==> src/rtl/mem_stage.sv <==
// mem_stage: memory-access pipeline stage between AGEX and WB.
// Runs one load/store at a time over a valid/ready data port and registers results into the MEM latch.
module mem_stage #(
  parameter int DBITS     = 32,
  parameter int REGNOBITS = 5,
  parameter int INSTBITS  = 32
) (
  input  logic                 clk,
  input  logic                 reset,
  input  logic                 in_valid,
  output logic                 in_ready,
  input  logic                 in_is_ld,
  input  logic                 in_is_st,
  input  logic [1:0]           in_size,
  input  logic                 in_unsigned,
  input  logic [DBITS-1:0]     in_addr,
  input  logic [DBITS-1:0]     in_st_data,
  input  logic                 in_wr_reg,
  input  logic [REGNOBITS-1:0] in_wregno,
  input  logic [DBITS-1:0]     in_regval,
  input  logic [DBITS-1:0]     in_pc,
  input  logic [INSTBITS-1:0]  in_inst,
  input  logic [DBITS-1:0]     in_inst_count,
  output logic                 dmem_req_valid,
  input  logic                 dmem_req_ready,
  output logic                 dmem_req_we,
  output logic [DBITS-1:0]     dmem_req_addr,
  output logic [DBITS-1:0]     dmem_req_wdata,
  output logic [3:0]           dmem_req_wstrb,
  input  logic                 dmem_rsp_valid,
  input  logic [DBITS-1:0]     dmem_rsp_rdata,
  output logic                 out_valid,
  output logic                 out_wr_reg,
  output logic [REGNOBITS-1:0] out_wregno,
  output logic [DBITS-1:0]     out_regval,
  output logic [DBITS-1:0]     out_pc,
  output logic [INSTBITS-1:0]  out_inst,
  output logic [DBITS-1:0]     out_inst_count,
  output logic                 out_misaligned,
  output logic                 ld_pending,
  output logic [REGNOBITS-1:0] ld_pending_regno
);

  typedef enum logic [1:0] {
    IDLE = 2'd0,
    REQ  = 2'd1,
    WAIT = 2'd2
  } state_t;

  state_t state_q, state_d;

  logic                 ld_q, ld_d;
  logic                 st_q, st_d;
  logic                 uns_q, uns_d;
  logic                 wr_reg_q, wr_reg_d;
  logic [1:0]           size_q, size_d;
  logic [DBITS-1:0]     addr_q, addr_d;
  logic [DBITS-1:0]     st_data_q, st_data_d;
  logic [DBITS-1:0]     regval_q, regval_d;
  logic [DBITS-1:0]     pc_q, pc_d;
  logic [DBITS-1:0]     inst_count_q, inst_count_d;
  logic [REGNOBITS-1:0] wregno_q, wregno_d;
  logic [INSTBITS-1:0]  inst_q, inst_d;

  logic                 out_valid_q, out_valid_d;
  logic                 out_wr_reg_q, out_wr_reg_d;
  logic                 out_misaligned_q, out_misaligned_d;
  logic [REGNOBITS-1:0] out_wregno_q, out_wregno_d;
  logic [DBITS-1:0]     out_regval_q, out_regval_d;
  logic [DBITS-1:0]     out_pc_q, out_pc_d;
  logic [INSTBITS-1:0]  out_inst_q, out_inst_d;
  logic [DBITS-1:0]     out_inst_count_q, out_inst_count_d;

  logic                 in_mem_op;
  logic                 in_misaligned;
  logic [7:0]           ld_byte;
  logic [15:0]          ld_half;
  logic [DBITS-1:0]     ld_data;

  assign in_mem_op     = in_is_ld | in_is_st;
  assign in_misaligned = (in_size == 2'd1) ? in_addr[0]
                                           : (in_size[1] & (in_addr[1:0] != 2'b00));

  // Lane selection and extension of the returned word for the captured load.
  always_comb begin
    ld_byte = dmem_rsp_rdata[7:0];
    case (addr_q[1:0])
      2'd1:    ld_byte = dmem_rsp_rdata[15:8];
      2'd2:    ld_byte = dmem_rsp_rdata[23:16];
      2'd3:    ld_byte = dmem_rsp_rdata[31:24];
      default: ld_byte = dmem_rsp_rdata[7:0];
    endcase
    ld_half = addr_q[1] ? dmem_rsp_rdata[31:16] : dmem_rsp_rdata[15:0];
    case (size_q)
      2'd0:    ld_data = {{(DBITS-8){~uns_q & ld_byte[7]}}, ld_byte};
      2'd1:    ld_data = {{(DBITS-16){~uns_q & ld_half[15]}}, ld_half};
      default: ld_data = dmem_rsp_rdata;
    endcase
  end

  always_comb begin
    dmem_req_wdata = '0;
    dmem_req_wstrb = '0;
    if ((state_q == REQ) && st_q) begin
      case (size_q)
        2'd0: begin
          dmem_req_wdata = {(DBITS/8){st_data_q[7:0]}};
          dmem_req_wstrb = 4'b0001 << addr_q[1:0];
        end
        2'd1: begin
          dmem_req_wdata = {(DBITS/16){st_data_q[15:0]}};
          dmem_req_wstrb = 4'b0011 << {addr_q[1], 1'b0};
        end
        default: begin
          dmem_req_wdata = st_data_q;
          dmem_req_wstrb = 4'hF;
        end
      endcase
    end
  end

  always_comb begin
    state_d          = state_q;
    ld_d             = ld_q;
    st_d             = st_q;
    uns_d            = uns_q;
    wr_reg_d         = wr_reg_q;
    size_d           = size_q;
    addr_d           = addr_q;
    st_data_d        = st_data_q;
    regval_d         = regval_q;
    pc_d             = pc_q;
    inst_count_d     = inst_count_q;
    wregno_d         = wregno_q;
    inst_d           = inst_q;
    out_valid_d      = 1'b0;
    out_wr_reg_d     = 1'b0;
    out_misaligned_d = 1'b0;
    out_wregno_d     = out_wregno_q;
    out_regval_d     = out_regval_q;
    out_pc_d         = out_pc_q;
    out_inst_d       = out_inst_q;
    out_inst_count_d = out_inst_count_q;

    case (state_q)
      IDLE: begin
        if (in_valid) begin
          if (in_mem_op && !in_misaligned) begin
            ld_d         = in_is_ld & ~in_is_st;
            st_d         = in_is_st;
            uns_d        = in_unsigned;
            wr_reg_d     = in_wr_reg;
            size_d       = in_size;
            addr_d       = in_addr;
            st_data_d    = in_st_data;
            regval_d     = in_regval;
            pc_d         = in_pc;
            inst_count_d = in_inst_count;
            wregno_d     = in_wregno;
            inst_d       = in_inst;
            state_d      = REQ;
          end else begin
            // Non-memory ops and faulting accesses both retire after a single cycle.
            out_valid_d      = 1'b1;
            out_wr_reg_d     = ~in_mem_op & in_wr_reg & (in_wregno != '0);
            out_misaligned_d = in_mem_op;
            out_wregno_d     = in_wregno;
            out_regval_d     = in_regval;
            out_pc_d         = in_pc;
            out_inst_d       = in_inst;
            out_inst_count_d = in_inst_count;
          end
        end
      end
      REQ: begin
        if (dmem_req_ready) begin
          if (st_q) begin
            out_valid_d      = 1'b1;
            out_wregno_d     = wregno_q;
            out_regval_d     = regval_q;
            out_pc_d         = pc_q;
            out_inst_d       = inst_q;
            out_inst_count_d = inst_count_q;
            state_d          = IDLE;
          end else begin
            state_d = WAIT;
          end
        end
      end
      WAIT: begin
        if (dmem_rsp_valid) begin
          out_valid_d      = 1'b1;
          out_wr_reg_d     = wr_reg_q & (wregno_q != '0);
          out_wregno_d     = wregno_q;
          out_regval_d     = ld_data;
          out_pc_d         = pc_q;
          out_inst_d       = inst_q;
          out_inst_count_d = inst_count_q;
          state_d          = IDLE;
        end
      end
      default: state_d = IDLE;
    endcase
  end

  always_ff @(posedge clk or negedge reset) begin
    if (!reset) begin
      state_q          <= IDLE;
      ld_q             <= 1'b0;
      st_q             <= 1'b0;
      uns_q            <= 1'b0;
      wr_reg_q         <= 1'b0;
      size_q           <= '0;
      addr_q           <= '0;
      st_data_q        <= '0;
      regval_q         <= '0;
      pc_q             <= '0;
      inst_count_q     <= '0;
      wregno_q         <= '0;
      inst_q           <= '0;
      out_valid_q      <= 1'b0;
      out_wr_reg_q     <= 1'b0;
      out_misaligned_q <= 1'b0;
      out_wregno_q     <= '0;
      out_regval_q     <= '0;
      out_pc_q         <= '0;
      out_inst_q       <= '0;
      out_inst_count_q <= '0;
    end else begin
      state_q          <= state_d;
      ld_q             <= ld_d;
      st_q             <= st_d;
      uns_q            <= uns_d;
      wr_reg_q         <= wr_reg_d;
      size_q           <= size_d;
      addr_q           <= addr_d;
      st_data_q        <= st_data_d;
      regval_q         <= regval_d;
      pc_q             <= pc_d;
      inst_count_q     <= inst_count_d;
      wregno_q         <= wregno_d;
      inst_q           <= inst_d;
      out_valid_q      <= out_valid_d;
      out_wr_reg_q     <= out_wr_reg_d;
      out_misaligned_q <= out_misaligned_d;
      out_wregno_q     <= out_wregno_d;
      out_regval_q     <= out_regval_d;
      out_pc_q         <= out_pc_d;
      out_inst_q       <= out_inst_d;
      out_inst_count_q <= out_inst_count_d;
    end
  end

  // in_ready is gated by reset so that every output reads 0 while reset is held.
  assign in_ready         = (state_q == IDLE) & reset;
  assign dmem_req_valid   = (state_q == REQ);
  assign dmem_req_we      = (state_q == REQ) & st_q;
  assign dmem_req_addr    = (state_q == REQ) ? {addr_q[DBITS-1:2], 2'b00} : '0;
  assign ld_pending       = (state_q != IDLE) & ld_q & wr_reg_q & (wregno_q != '0);
  assign ld_pending_regno = ld_pending ? wregno_q : '0;

  assign out_valid      = out_valid_q;
  assign out_wr_reg     = out_wr_reg_q;
  assign out_wregno     = out_wregno_q;
  assign out_regval     = out_regval_q;
  assign out_pc         = out_pc_q;
  assign out_inst       = out_inst_q;
  assign out_inst_count = out_inst_count_q;
  assign out_misaligned = out_misaligned_q;

endmodule

==> config.mk <==
export PLATFORM = sky130hd
export DESIGN_NAME = mem_stage
export DESIGN_NICKNAME = d
export VERILOG_FILES = /design/src/rtl/mem_stage.sv
export SDC_FILE = /design/constraint.sdc
export NUM_CORES = 1
export LEC_CHECK = 0
export ABC_AREA = 1
export CAP_MARGIN = 20
export CORE_MARGIN = 2
export CORE_UTILIZATION = 23
export CTS_BUF_LIST = sky130_fd_sc_hd__clkbuf_4
export CTS_CLUSTER_DIAMETER = 120
export CTS_CLUSTER_SIZE = 40
export DETAILED_ROUTE_END_ITERATION = 8
export PLACE_DENSITY = 0.55
export SYNTH_ARGS = -nofsm -noshare
export SYNTH_HDL_FRONTEND = slang
export SYNTH_SLANG_ARGS = --single-unit
==> constraint.sdc <==
create_clock -name clk -period 2.4 [get_ports clk]
set_clock_uncertainty 0.2 [all_clocks]
set_input_delay 0.72 -clock clk [delete_from_list [all_inputs] [get_ports clk]]
set_output_delay 0.72 -clock clk [all_outputs]
set_load 0.01 [all_outputs]
== Word level (Yosys, flattened, before mapping) ==
Cells that the tools add are included.
Storage, ports and cells
  bits in registers: 341
  bits in latches: 0
  memory bits (writable): 0
  bits in read-only memories: 0
  input port bits: 240
  output and inout bits: 213
  memories: 0
Cells by class
  add/subtract/negate cells: 0
  multipliers: 0
  div/mod/pow operators: 0
  $lt $le $gt $ge: 0
  equal/unequal tests: 13
  shifts and indexed selects: 2
  multiplexer cells: 59
  bitwise operators: 16
  reduce and logical (&&, ||, !) cells: 13
Operators by type and width (number)
  2-to-1 mux 32 bit: 22
  case mux 32 bit (3 select lines): 4
  case mux 32 bit (2 select lines): 2
  2-to-1 mux 5 bit: 6
  case mux 8 bit (3 select lines): 1
  2-to-1 mux 16 bit: 1
  case mux 5 bit (3 select lines): 1
  bitwise AND 1 bit: 12
  2-to-1 mux 1 bit: 12
  2-to-1 mux 2 bit: 5
  nonzero test 5 bit: 2
  equality test 2 x 1 -> 1 bit (second input constant): 4
  inequality test 2 bit (second input constant): 4
  case mux 4 bit (2 select lines): 1
  equality test 2 bit (second input constant): 3
  case mux 2 bit (3 select lines): 1
  AND reduction 6 bit: 1
  logical NOT 2 bit: 2
  2-to-1 mux 4 bit: 1
  inequality test 2 x 1 -> 1 bit (second input constant): 2
  AND reduction 4 bit: 1
  nonzero test 2 bit: 2
  left shift 1 x 2 -> 4 bit (first input constant): 1
  left shift 2 x 2 -> 4 bit (first input constant): 1
  8 further kinds: 11

== Depth between registers and ports, before layout ==
  depth in word-level cells: 8
  depth in mapped cells: 12

== Worst setup path after synthesis ==
No wires, ideal clock.
  kind: register to output
  start point: register state_q[1]
  end point: output dmem_req_wdata[29]
  arrival: 1.721 ns
  setup slack: -0.241 ns
  cell stages (with the launch flop): 9
  cell sequence: dfrtp_1 inv_1 ha_1 buf_4 nand2_1 inv_1 clkbuf_1 o21ai_0 nor2_1
On the way
  word-level cells in the longest chain between the ends: 3
RTL lines
  start, declared: line 50  | state_t state_q, state_d;
  start signal, assigned: line 230  | state_q <= state_d;
  equality test 2 x 1 -> 1 bit
  named net dmem_req_valid: line 24  | output logic dmem_req_valid,
  logical AND 1 bit: line 104  | if ((state_q == REQ) && st_q) begin
  2-to-1 mux 32 bit: line 104
  end, declared: line 28  | output logic [DBITS-1:0] dmem_req_wdata,
The timed path passes the listed nets, and every way through them passes these cells.

== Worst setup path in the final report ==
  start point: register state_q[1]
  end point: output dmem_req_wdata[20]
On the way
  word-level cells in the longest chain between the ends: 3
RTL lines (line)
  equality test 2 x 1 -> 1 bit: 104
  logical AND 1 bit: 104
  2-to-1 mux 32 bit: 104
Every way passes these cells.

==> metrics.md <==
| Metric | Value |
|---|---|
| Status | `finished, violations left` |
| Failing checks | `negative setup slack` |
| CTS root buffer | `clkbuf_4` |
| DP HPWL | `41,100 microns` |
| Post-synthesis mux area share | `0%` |
| TritonCTS clock tree | `built` |
| CTS max path bufs | `3` |
| Internal | `19.9 mW` |
| Post-Route WL | `64,400 microns` |
| Top sig layer | `met5` |
| Worst setup path class | `reg2out` |
| Metal1 wirelength | `28,500 microns` |
| Reg power frac | `29.1%` |
| Fill cells | `7,051` |
| Vias post-DR | `15,600` |
| Min-delay worst type | `in2reg` |
| Worst-skew pair later-pin latency | `0.86 ns` |
| Combinational share of power | `62.9%` |
| Synth Register Bits | `341` |
| Boundary pin count | `453` |
| Layout net count | `2,898` |
| Sequential fraction of the synthesis area | `53.8%` |
| Largest family of logic cells by synthesized area | `simple AND/OR/NAND/NOR gates` |
| Post-Synth Simple-Gate Area | `23.7%` |
| Final Hold Vio Count | `0` |
| Wire length on met3 | `4730 microns` |
| Crit path time final | `3.27 ns` |
| Pwr/cell area | `1420 nW/um^2` |
| CTS Buf Count | `17` |
| Met2 WL post-DR | `29,800 microns` |
| Avg Cell Area, Syn | `7.83 sq um` |
| Reg-to-reg setup timing slack | `-0.36 ns` |
| Initial antenna violation count | `13` |
| Die Ht | `267 microns` |
| FP Rows | `96` |
| Net Sw Power | `15.8 mW` |
| Share of post-route cells with drive strength above 1 | `27.4%` |
| Worst slew pin tran | `0.979 ns` |
| Starting DRT DRC Count | `1,064` |
| Max VDD drop | `0.614 mV` |
| Startpoint Class | `register` |
| Worst Hold Path Cells | `3` |
| Synth Cell Area | `15,800 sq um` |
| Setup violators final | `269` |
| Initial Util | `23.1%` |
| Synthesized instance count | `2,024` |
| Library cells used by synthesis | `32` |
| Clk pin slew, worst setup/hold paths | `0.38 ns` |
| Chip width | `267 microns` |
| Remaining DRCs | `0` |
| Total congestion overflow | `0` |
| MaxCap Viol Count | `0` |
| Post-synthesis xor/xnor area fraction | `0%` |
| First-pass GRT wire length | `91,500 microns` |
| RSZ-0062 raised after global routing | `true` |
| GR Util All Layers | `16.8%` |
| Final WS setup | `-0.872 ns` |
| Adder-cell area share of the yosys netlist | `0.316%` |
| Post-synth EDFFs | `0` |
| Die footprint | `71,000 sq um` |
| Crit-path max FO | `4` |
| Part of the cycle the worst path needs | `136%` |
| Wire length per cell | `18.1 microns` |
| Vias in the first global route | `14,700` |
| # port buffers | `450` |
| Reg2reg path depth | `14` |
| CTS sink count | `341` |
| Core ar. | `68,500 sq um` |
| Max Slew Vio Count | `0` |
| P_leak | `12.8 nW` |
| H-Tree Depth | `1` |
| Switching Share | `44.2%` |
| Post-layout util | `36.8%` |
| CP Data Arrival Time | `2.35 ns` |
| Peak Freq | `306 MHz` |
| WP data required | `1.48 ns` |
| Synth Area in Compound Gates | `13.8%` |
| Clock network fraction of total power | `8.0%` |
| Most used DFF post-synth | `dfrtp_1` |
| Final GP Congestion | `0.851` |
| Largest net degree at the start of global routing | `138` |
| Rel. slew slack | `34.7%` |
| Post-route ant nets | `0` |
| Drt pass-1 iters | `5` |
| Total power draw | `35.8 mW` |
| Ys Warns | `0` |
| Area delta synth->final | `59.1%` |
| CP Capture Type | `output port` |
| Vias per cell | `4.40` |
| Async SR Flop Fraction | `100%` |
[per-stage QoR]
| step | setup TNS (ns) | hold WS (ns) | setup WS [ns] | instance area, sq um | std cells |
|---|---|---|---|---|---|
| floorplan | 0 | 0.224 | 0.0289 | 15900 | 2025 |
| global placement | -108.91 | 0.262 | -0.389 | 22200 | 3352 |
| detailed placement | -104.94 | 0.264 | -0.409 | 22200 | 3352 |
| CTS | -125.77 | 0.00136 | -0.989 | 23500 | 3469 |
| global route | -137.87 | -0.00877 | -1.08 | 25200 | 3550 |
| finish | -94.42 | 0.113 | -0.872 | 25200 | 3550 |
[critical path, cell delays in order, from the launching register on]
cell and delay (ns):
dfrtp_1 0.47, inv_2 0.08, ha_4 0.14, buf_12 0.12, nand2_8 0.07, clkinvlp_4 0.12
buf_6 0.13, o21ai_2 0.05, a21oi_1 0.12, buf_2 0.16
[what timing repair did]
| action | 4_1_cts | 5_1_grt |
|---|---|---|
| hold endpoints to repair | 332 | 0 |
| hold buffers | 3 | 0 |
| pin swaps | 20 | 51 |
| resized for setup | 1111 | 255 |
| buffers inserted | 68 | 81 |
| gates cloned | 19 | 18 |
| setup endpoints to repair | 345 | 363 |
[power groups by stage]
stage | clock network (mW) | registers (mW) | logic [mW]
2_1_floorplan | 0 | 10.4 | 8.03
3_3_place_gp | 0 | 10.2 | 16.0
3_5_place_dp | 0 | 10.2 | 16.2
4_1_cts | 3.05 | 10.3 | 19.3
5_1_grt | 3.23 | 10.7 | 24.6
6_report | 2.87 | 10.4 | 22.5
[cell families after synthesis]
family / count (synthesis)
AND/OR/NAND/NOR: 977
buffers and inverters: 325
flip-flops: 341
other: 1
adder cells (fa/ha/maj): 4
AO/OA/AOI/OAI: 376
[cell usage after synthesis, types with 3 or more instances]
cell type	count	area share, %
nand2_1	862	20
dfrtp_1	341	54
inv_1	190	4.5
o21ai_0	169	5.3
o211ai_1	108	5.1
nor2_1	79	1.9
clkbuf_1	76	1.8
a21oi_1	75	2.4
buf_2	37	1.2
nand3_1	22	0.69
o22ai_1	16	0.63
inv_2	9	0.21
buf_4	6	0.28
buf_6	4	0.28
ha_1	4	0.32
nor3_1	4	0.13
o21ai_1	3	0.095
[cell usage in the layout (no fill, tap or decap), drive strengths merged]
| cell | netlist | layout |
|---|---|---|
| clkdlybuf4s15 | 0 | 8 |
| o22ai | 16 | 16 |
| clkdlybuf4s50 | 0 | 238 |
| buf | 49 | 468 |
| clkinv | 1 | 13 |
| o21bai | 1 | 1 |
| nor3 | 5 | 5 |
| clkinvlp | 0 | 1 |
| nand4 | 1 | 1 |
| inv | 199 | 201 |
| dlygate4sd3 | 0 | 3 |
| conb | 1 | 2 |
| a21oi | 76 | 76 |
| diode | 0 | 4 |
| nand3b | 1 | 1 |
| o21ai | 172 | 172 |
| ha | 4 | 4 |
| nor2 | 82 | 82 |
| clkbuf | 76 | 32 |
| o2111ai | 1 | 1 |
| a211oi | 1 | 1 |
| a31oi | 1 | 1 |
| o211ai | 108 | 108 |
| nand2 | 864 | 864 |
| dfrtp | 341 | 341 |
| nand3 | 24 | 24 |
[cell type report]
cell class	instances	area, sq um	share of cell area (%)
inverter	200	815	3.23
antenna	4	10.0	0.0397
clock inverter	12	216	0.858
sequential	341	8540	33.8
clock buffer	17	128	0.506
tap	882	1100	4.38
multi-input combinational	1359	6860	27.2
timing repair buffer	732	7490	29.7
timing repair inverter	3	67.6	0.268
[worst paths after layout]
check                                      to       startpoint
min in group asynchronous           inst_q[8]            reset
hold reg to reg             out_inst_count[4]  inst_count_q[4]
max in group asynchronous           size_q[1]            reset
setup reg to reg            out_inst_count[0]       state_q[0]
setup / recovery           dmem_req_wdata[20]       state_q[1]
hold / removal                    regval_q[5]     in_regval[5]
[routing by layer]
| layer | vias to the layer above | GRT usage, % |
|---|---|---|
| met5 | - | 0 |
| met4 | 20 | 2.82 |
| met3 | 67 | 4.81 |
| met2 | 461 | 27.6 |
| met1 | 7435 | 22.1 |
| li1 | 7637 | - |
Power figures use the tool's default switching activity.
